==> config.mk <==
export PLATFORM = sky130hd
export DESIGN_NAME = pipe_hazard_sched
export DESIGN_NICKNAME = d
export VERILOG_FILES = /design/src/rtl/pipe_hazard_sched.sv
export SDC_FILE = /design/constraint.sdc
export NUM_CORES = 1
export LEC_CHECK = 0
export CAP_MARGIN = 25
export CORE_ASPECT_RATIO = 0.5
export CORE_MARGIN = 5
export CORE_UTILIZATION = 50
export DETAILED_ROUTE_END_ITERATION = 16
export PLACE_DENSITY = 0.9
export SYNTH_ARGS = -nofsm -noshare
export SYNTH_HDL_FRONTEND = slang
export SYNTH_SLANG_ARGS = --single-unit
==> constraint.sdc <==
create_clock -name clk -period 2.05 [get_ports clk]
set_input_delay 0.3075 -clock clk [delete_from_list [all_inputs] [get_ports clk]]
set_output_delay 0.3075 -clock clk [all_outputs]
set_load 0.01 [all_outputs]
==> src/rtl/pipe_hazard_sched.sv <==
// pipe_hazard_sched: hazard controller for a 5-stage (F/D/E/M/W) MIPS pipeline.
// Tracks a shadow copy of the E/M/W destination state and produces forwarding
// selects, load-use stalls, branch flushes and decode-stage write/read bypass.
// Optional build feature: define HAZ_PERF_EN to add saturating stall_cnt and
// flush_cnt performance counters.
//
// Handshake note: there is no valid/ready interface here. The pipeline
// registers obey stall/flush every cycle. Flush outranks stall. A stalled D
// instruction is presented again by the datapath until stallD drops.
module pipe_hazard_sched #(
  parameter int REGW = 5,
  parameter int CNTW = 16
) (
  input  logic            clk,
  input  logic            reset,
  input  logic [REGW-1:0] rsD,
  input  logic [REGW-1:0] rtD,
  input  logic            useRsD,
  input  logic            useRtD,
  input  logic            regwriteD,
  input  logic            mem2regD,
  input  logic [REGW-1:0] writeregD,
  input  logic            pcsrcM,
  output logic            stallF,
  output logic            stallD,
  output logic            flushD,
  output logic            flushE,
  output logic            flushM,
  output logic [1:0]      forwardAE,
  output logic [1:0]      forwardBE,
  output logic            bypassAD,
  output logic            bypassBD
`ifdef HAZ_PERF_EN
  ,
  output logic [CNTW-1:0] stall_cnt,
  output logic [CNTW-1:0] flush_cnt
`endif
);

  // Shadow scoreboard of the instructions in D, E, M and W.
  logic            valid_d;
  logic            v_e, rw_e, m2r_e, use_rs_e, use_rt_e;
  logic [REGW-1:0] dst_e, rs_e, rt_e;
  logic            v_m, rw_m;
  logic [REGW-1:0] dst_m;
  logic            v_w, rw_w;
  logic [REGW-1:0] dst_w;

  logic            lw_stall;
  logic            m_writes, w_writes;

  // Load-use detection and producer qualifiers. Register $0 never matches.
  always_comb begin
    lw_stall = valid_d & v_e & rw_e & m2r_e & (dst_e != '0) &
               ((useRsD & (rsD == dst_e)) | (useRtD & (rtD == dst_e)));
    m_writes = v_m & rw_m & (dst_m != '0);
    w_writes = v_w & rw_w & (dst_w != '0);
  end

  // Stall/flush, forwarding and D bypass. All outputs are held at 0 during reset.
  always_comb begin
    stallF    = 1'b0;
    stallD    = 1'b0;
    flushD    = 1'b0;
    flushE    = 1'b0;
    flushM    = 1'b0;
    forwardAE = 2'b00;
    forwardBE = 2'b00;
    bypassAD  = 1'b0;
    bypassBD  = 1'b0;
    if (reset) begin
      if (pcsrcM) begin
        flushD = 1'b1;
        flushE = 1'b1;
        flushM = 1'b1;
      end else if (lw_stall) begin
        stallF = 1'b1;
        stallD = 1'b1;
        flushE = 1'b1;
      end
      if (m_writes && use_rs_e && (dst_m == rs_e))      forwardAE = 2'b10;
      else if (w_writes && use_rs_e && (dst_w == rs_e)) forwardAE = 2'b01;
      if (m_writes && use_rt_e && (dst_m == rt_e))      forwardBE = 2'b10;
      else if (w_writes && use_rt_e && (dst_w == rt_e)) forwardBE = 2'b01;
      bypassAD = valid_d & useRsD & w_writes & (dst_w == rsD);
      bypassBD = valid_d & useRtD & w_writes & (dst_w == rtD);
    end
  end

  // Advance the shadow pipeline; flush and stall insert bubbles (v=0, fields 0).
  always_ff @(posedge clk) begin
    if (!reset) begin
      valid_d  <= 1'b0;
      v_e      <= 1'b0;
      rw_e     <= 1'b0;
      m2r_e    <= 1'b0;
      use_rs_e <= 1'b0;
      use_rt_e <= 1'b0;
      dst_e    <= '0;
      rs_e     <= '0;
      rt_e     <= '0;
      v_m      <= 1'b0;
      rw_m     <= 1'b0;
      dst_m    <= '0;
      v_w      <= 1'b0;
      rw_w     <= 1'b0;
      dst_w    <= '0;
    end else begin
      v_w   <= v_m;
      rw_w  <= rw_m;
      dst_w <= dst_m;
      if (pcsrcM) begin
        v_m   <= 1'b0;
        rw_m  <= 1'b0;
        dst_m <= '0;
      end else begin
        v_m   <= v_e;
        rw_m  <= rw_e;
        dst_m <= dst_e;
      end
      if (pcsrcM || lw_stall || !valid_d) begin
        v_e      <= 1'b0;
        rw_e     <= 1'b0;
        m2r_e    <= 1'b0;
        use_rs_e <= 1'b0;
        use_rt_e <= 1'b0;
        dst_e    <= '0;
        rs_e     <= '0;
        rt_e     <= '0;
      end else begin
        v_e      <= 1'b1;
        rw_e     <= regwriteD;
        m2r_e    <= mem2regD;
        use_rs_e <= useRsD;
        use_rt_e <= useRtD;
        dst_e    <= writeregD;
        rs_e     <= rsD;
        rt_e     <= rtD;
      end
      if (pcsrcM)        valid_d <= 1'b0;
      else if (!lw_stall) valid_d <= 1'b1;
    end
  end

`ifdef HAZ_PERF_EN
  // Saturating counters of load-use stall cycles and taken-branch flush cycles.
  always_ff @(posedge clk) begin
    if (!reset) begin
      stall_cnt <= '0;
      flush_cnt <= '0;
    end else begin
      if (lw_stall && !pcsrcM && (stall_cnt != '1))
        stall_cnt <= stall_cnt + {{(CNTW-1){1'b0}}, 1'b1};
      if (pcsrcM && (flush_cnt != '1))
        flush_cnt <= flush_cnt + {{(CNTW-1){1'b0}}, 1'b1};
    end
  end
`endif

endmodule

* Yosys cells after proc, flatten, opt, wreduce, memory -nomap -nowiden
Index checks and enable logic that the tools add are counted.
Cells by class: bitwise logic cells 19, multiplexer cells 16, reduce and logical (&&, ||, !) cells 16, equal/unequal tests 8
Operator list (count):
- 5-bit == test | 8
- 1-bit bitwise AND | 17
- 5-bit nonzero test | 3
- 1-bit 2-to-1 mux | 12
- 1-bit logical AND | 8
- 2-bit 2-to-1 mux | 4
- 2-bit OR reduction | 2
- 1-bit logical OR | 2
- 1-bit logical NOT | 1
- 1-bit NOT | 1
- 1-bit OR | 1
Word-level totals: output and inout port bits 11, logic and storage cells 74, register bits after elaboration 35

* Depth between registers and ports, before layout
word-level depth 8, depth in mapped cells 5

* Least setup slack after synthesis
No wires, ideal clock.
kind register to output, from register dst_m[1], to output port forwardBE[0], data arrival time 1.333 ns, stages on the path, launching flop included 5, required time 1.742 ns, path slack 0.410 ns, cells stage by stage dfxtp_1 -> or4_1 -> o211ai_2 -> nor3_1 -> nor3_2
Between the ends: longest elaborated chain between the ends 6, elaborated cells on any way between the ends 7, classes of those cells eq/ne: 1; mux: 2; bitwise: 1; reduce/logical: 3
Ends and longest elaborated chain:
- from (decl) | RTL line 45 | logic [REGW-1:0] dst_m;
- from (signal assigned) | RTL line 119 | dst_m <= dst_e;
- 5-bit nonzero test | RTL line 56 | m_writes = v_m & rw_m & (dst_m != '0);
- 1-bit bitwise AND | RTL line 56
- 1-bit logical AND | RTL line 83 | if (m_writes && use_rt_e && (dst_m == rt_e)) forwardBE = 2'b10;
- 1-bit logical AND * | RTL line 83
- 2-bit 2-to-1 mux * | RTL line 83
- 2-bit 2-to-1 mux * | RTL line 71 | if (reset) begin
- to (decl) | RTL line 30 | output logic [1:0] forwardBE,
Mark *: on every way between the ends. The rest lies on a longest branch, timed or not.

* Final worst setup path
from input port rtD[2], to output port bypassBD
Between the ends: longest elaborated chain between the ends 3
Ends and longest elaborated chain:
- from (decl) | RTL line 17 | input logic [REGW-1:0] rtD,
- 5-bit == test | RTL line 86 | bypassBD = valid_d & useRtD & w_writes & (dst_w == rtD);
- 1-bit bitwise AND | RTL line 86
- 1-bit 2-to-1 mux | RTL line 71
- to (decl) | RTL line 32 | output logic bypassBD
No other way between the ends.

==> summary.txt <==
Power
  – Pwr dens: 591 mW/mm2
  – Power, Total: between 0.001 and 0.0015 W
  – Max IR drop VDD: around 560 uV
  – Pleak: 1.06 nW

Global routing
  – GR Util All Layers: between 20% and 30%
  – Largest net degree at the start of global routing: 29
  – Vias in the first global route: roughly 1.8k
  – Initial antenna violation count: 1
  – First-pass GRT wire length: about 9100 um
  – Final global-route overflow total: 0

Synthesis
  – Syn nets: 209
  – Synth top area share: 42.5%
  – EDFF count, synth: 0
  – Area contributors post-synth: dfxtp_1 (42%), xnor2_1 (13%), xor2_1 (8.5%)
  – Synth cell types: 22
  – Synth warnings: 0
  – Synth Flop Type: dfxtp_1
  – Synth Instances: between 150 and 200
  – Async SR Flop Fraction: 0%
  – Top post-synthesis cells by count: dfxtp_1 (35), nand3_1 (24), xnor2_1 (24)
  – Mean post-synth cell area: 8.82 um2
  – #FFs+latches synth: 35
  – Most numerous cell in the Yosys netlist: dfxtp_1
  – Synth area leader: dfxtp_1
  – Register area share after synthesis: between 40% and 50%
  – Mapped cell area: around 0.0016 mm2

Cells and area
  – Layout cells sized above 1: 34.7%
  – Final core occ: between 70% and 80%
  – Synth-to-Final Area Change: 49.2%
  – Fin cells: between 200 and 300
  – Nets: ~270

Run status
  – Status: finished, violations left
  – Failing checks: setup timing

Clock tree
  – CTS Buffer Depth: 2
  – CTS Root Cell: clkbuf_8
  – Max H-tree Level: 2
  – Hold_buf cts: 0
  – Clk sink count: 35
  – CTS tree: yes
  – Worst skew pair latency: approximately 0.3 ns
  – Clk slew on worst S/H paths: about 0.070 ns
  – Cts bufs inserted: 5

Run
  – Max-cap viol count: 0

Detailed routing
  – Vias: roughly 1.9k
  – 1st-iter DRT viols: between 200 and 250
  – Post-DR vias/cell: approximately 6.4
  – Post-DRT Antenna Nets: 0
  – Wirelength, routed: ~6800 um
  – Remaining routing DRC violations: 0
  – Wire per inst: roughly 23 um
  – DR pass1 iterations: 7

Setup path
  – CP Data Arrival Time: about 1.9 ns
  – Crit-path cells: dlygate4sd2_1, buf_4, xor2_1, nor4_2, nand3_1, nor2_2, buf_6
  – Worst Setup Path Type: in2out
  – Required @ worst endpoint: approximately 1.7 ns
  – CP delay by family, top: simple AND/OR/NAND/NOR gates
  – R2R depth: 12
  – Buf/Inv on CP: 3
  – Slowest stage delay, CP: approximately 0.4 ns
  – Crit path max fanout: 2
  – Startpoint types: input port
  – CP Capture Type: output port
  – R2R setup slack: -0.02 ns
  – Slowest cell on the critical path: nor4_2
  – WP depth: 7

STA
  – FMAX: 453 MHz
  – Unrepaired setup endpoints after global routing: true
  – Slew HR: about 76%
  – Final worst slack: -0.158 ns
  – Setup violations, final: 7
  – Tightest Pin Transition: approximately 0.36 ns
  – Clk_skew: approximately 0.0066 ns
  – Tmin final: around 2.2 ns
  – Slew Limit Fails: 0
  – Final hold vios: 0
  – Period utilization: 108%

Placed design
  – Dpl hpwl: around 3300 um
  – Total placed cells including tap cells: 271
  – IO Port Bufs: 32
  – RePlAce Congestion: between 0.9 and 1
  – Pre-CTS setup slack: -0.495 ns

Floorplan
  – I/O pin count: 33
  – Die area: 0.00462 mm2
  – Chip Height: between 50 and 60 um
  – Chip width: 91.2 um
  – Row cnt: 14
  – Core area: 0.00308 mm2
  – Initial cell density of the core: between 50% and 60%

Worst hold path
  – Hold Crit Class: reg2reg
  – Hold depth: 1
routing by layer:
layer  vias to the layer above  track usage (%)  wire, um
li1                        761                -         -
met1                       831             26.4      2260
met2                       193             43.4      2970
met3                        82             9.55       903
met4                         0             21.7       697
met5                         -                0         0
power by group:
part	internal (W)	leakage, nW	switching [W]
Combinational	0.0000957	0.719	0.0000914
Sequential	0.000687	0.288	0.00000975
Clock	0.000307	0.0515	0.000264
Total	0.00109	1.06	0.000365
metrics by stage:
stage / setup TNS [ns] / area [um2] / hold slack [ns]
final: -0.253 / 2460 / 0.490
after global routing: -1.18 / 2460 / 0.475
after CTS: -0.0154 / 2310 / 0.479
after detailed placement: -2.80 / 2160 / 0.464
after global placement: -2.33 / 2160 / 0.440
after floorplan: 0 / 1650 / 0.430
sequential cells by signal, indices dropped and copies added, names as in the netlist:
name,flops
valid_d,1
v_w,1
v_m,1
rw_m,1
use_rs_e,1
dst_e,5
v_e,1
rw_e,1
dst_m,5
m2r_e,1
dst_w,5
rs_e,5
rt_e,5
use_rt_e,1
rw_w,1
cell type report:
| cell class | instances | area (um2) |
|---|---|---|
| Sequential cell | 35 | 717 |
| Antenna cell | 1 | 2.50 |
| Timing Repair Buffer | 73 | 614 |
| Fill cell | 154 | 623 |
| Multi-Input combinational cell | 135 | 976 |
| Clock buffer | 8 | 100 |
| Tap cell | 40 | 50.0 |
kinds of logic (layout without fill, tap and decap cells):
| logic type | count (synthesis) | after routing | share of synthesized area, % |
|---|---|---|---|
| compound gates | 24 | 24 | 8.04 |
| xor+xnor | 40 | 40 | 21.2 |
| buf+inv | 17 | 81 | 4.55 |
| simple gates | 71 | 71 | 23.7 |
| flops | 35 | 35 | 42.5 |
| other cells | 0 | 1 | 0 |
final timing paths:
check / startpoint / endpoint
worst max register to register: dst_e[0] / rt_e[1]
worst min register to register: rw_e / rw_m
worst max-delay path: rtD[2] / bypassBD
worst min-delay path: rw_e / rw_m
placed cells by master (no fill, tap or decap), types with 2 or more instances in the layout:
cell type / synthesis / final
dfxtp_2: 0 / 7
nor3_2: 2 / 5
dfxtp_1: 35 / 26
a21oi_2: 0 / 3
nand4_1: 5 / 5
xnor2_2: 0 / 5
buf_6: 0 / 6
nand2_1: 7 / 7
clkbuf_8: 0 / 7
buf_2: 3 / 4
and2_1: 17 / 17
clkdlybuf4s50_1: 0 / 13
xnor2_1: 24 / 19
nand3_1: 24 / 24
xor2_1: 16 / 16
nor4_2: 0 / 2
dfxtp_4: 0 / 2
a21oi_1: 21 / 18
buf_4: 2 / 38
dlygate4sd2_1: 0 / 9
nor2_1: 4 / 3
nor4_1: 4 / 2
timing repair:
action | CTS | global route
cloned | 0 | 0
resized for setup | 53 | 30
buffers inserted | 7 | 5
setup endpoints to repair | 9 | 9
pin swaps | 15 | 14
Note: power is estimated with default switching activity, not from simulation.
==> patch (config.mk and constraints unchanged) <==
Change the parameter `REGW` from 5 to 6.
--- a/src/rtl/pipe_hazard_sched.sv
+++ b/src/rtl/pipe_hazard_sched.sv
@@ -8,7 +8,7 @@
 // registers obey stall/flush every cycle. Flush outranks stall. A stalled D
 // instruction is presented again by the datapath until stallD drops.
 module pipe_hazard_sched #(
-  parameter int REGW = 5,
+  parameter int REGW = 6,
   parameter int CNTW = 16
 ) (
   input  logic            clk,
Interface: changed (resized rsD, rtD and writeregD); port bits go from 33 to 36. The function was not compared with the original's and may differ.
==> patch against the unedited design <==
- the run still ends with negative setup slack left
- design area rose by 9.0%
- cell count increased by 10%
- wire length decreased by 0.81%
- sequential cell count grew 5
- die area rose by 12%
- total power is 5.9% higher
- setup slack worse by 0.10 ns
- area after synthesis up 14%
- largest cell class unchanged
==> patch: results (changes against the unedited design) <==
- Post-DP HPWL: 4.26 mm (was 3.33 mm)
- Setup slack, reg-to-reg: 0.42 ns (was -0.02 ns)
- Synth Area in Compound Gates: 8.08% (was 8.04%)
- Final WS setup: -0.262 ns (was -0.158 ns)
- Post-Syn Nets: 235 (was 209)
- DR iter-0 viols: 195 (was 215)
- Outcome: finished, violations left (unchanged)
- Logic gate share of total power: 12.5% (was 12.9%)
- Worst r2r path cells: 5 (was 12)
- Pwr dens: 575 nW/um^2 (was 591 nW/um^2)
- Post-synthesis sequential area ratio: 42.7% (was 42.5%)
- Max_slew headroom: 79.1% (was 76.0%)
- Signal buffers: 72 (was 73)
- Netlist cell types: 20 (was 22)
- Slowest-stage cell, CP: or4_4 (was nor4_2)
- Antenna diode count: 0 (was 1)
- Maximum vdd drop: 0.000413 V (was 0.000560 V)
- Failing checks: negative setup slack (unchanged)
- Worst Hold Class: input port to register (was register to register)
- Clk tree area frac: 3.36% (was 4.07%)
- TNS Setup: -0.772 ns (was -0.253 ns)
- Grt met3 use: 6.82% (was 9.55%)
- Number of global-route vias before repair: 1,970 (was 1,792)
- Worst r2r src: dst_e[4] (was dst_e[0])
- Syn Inst Count: 210 (was 187)
- Wirelength per Cell: 21.0 um (was 23.4 um)
- Data buffer area share: 24.0% (was 25.0%)
- Largest cells by area after synthesis: dfxtp_1 (43%), xnor2_1 (22%), nand3_1 (8.3%) (was dfxtp_1 (42%), xnor2_1 (13%), xor2_1 (8.5%))
- Worst hold slack: 0.467 ns (was 0.490 ns)
- Final setup vio count: 5 (was 7)
- Worst Hold Depth: 4 (was 1)
- Initial DRT Pass Iterations: 5 (was 7)
- Initial antenna violation count: 0 (was 1)
- Fraction of area in registers: 30.1% (was 29.1%)
- Placed Area: 2470 um^2 (was 2160 um^2)
- Register Area: 806 um^2 (was 717 um^2)
- Crit path launch: dst_m[1] (was rtD[2])
- Filler instances: 225 (was 154)
- Wl on met1: 2.65 mm (was 2.26 mm)
- Non-filler instance count after layout: 322 (was 292)
[patch: changes by cell type after synthesis, sizes merged, moves of 2 or more]
cell | unedited run | this run
nor2 | 4 | 2
a21oi | 21 | 24
dfxtp | 35 | 40
clkbuf | 10 | 16
xnor2 | 24 | 48
and2 | 17 | 19
nand4 | 5 | 9
nand2 | 7 | 3
nand3 | 24 | 31
buf | 7 | 3
xor2 | 16 | 0
nor3 | 6 | 4
[patch: how the worst max path moves through the flow]
stage | endpoint | slack, ns | depth (start not counted)
2_1_floorplan | forwardBE[0] | 0.09 | 4
3_3_place_gp | forwardAE[0] | -0.35 | 5
3_5_place_dp | forwardBE[0] | -0.51 | 5
4_1_cts | forwardAE[0] | -0.31 | 6
5_1_grt | forwardBE[1] | -0.30 | 7
6_report | forwardBE[1] | -0.26 | 7
[patch: timing repair]
item                                    4_1_cts  5_1_grt
endpoints found under the setup margin        9       11
setup buffers                                 2        0
endpoints found under the hold margin         0        0
pin swaps                                    10       12
gates resized for setup                      48       20
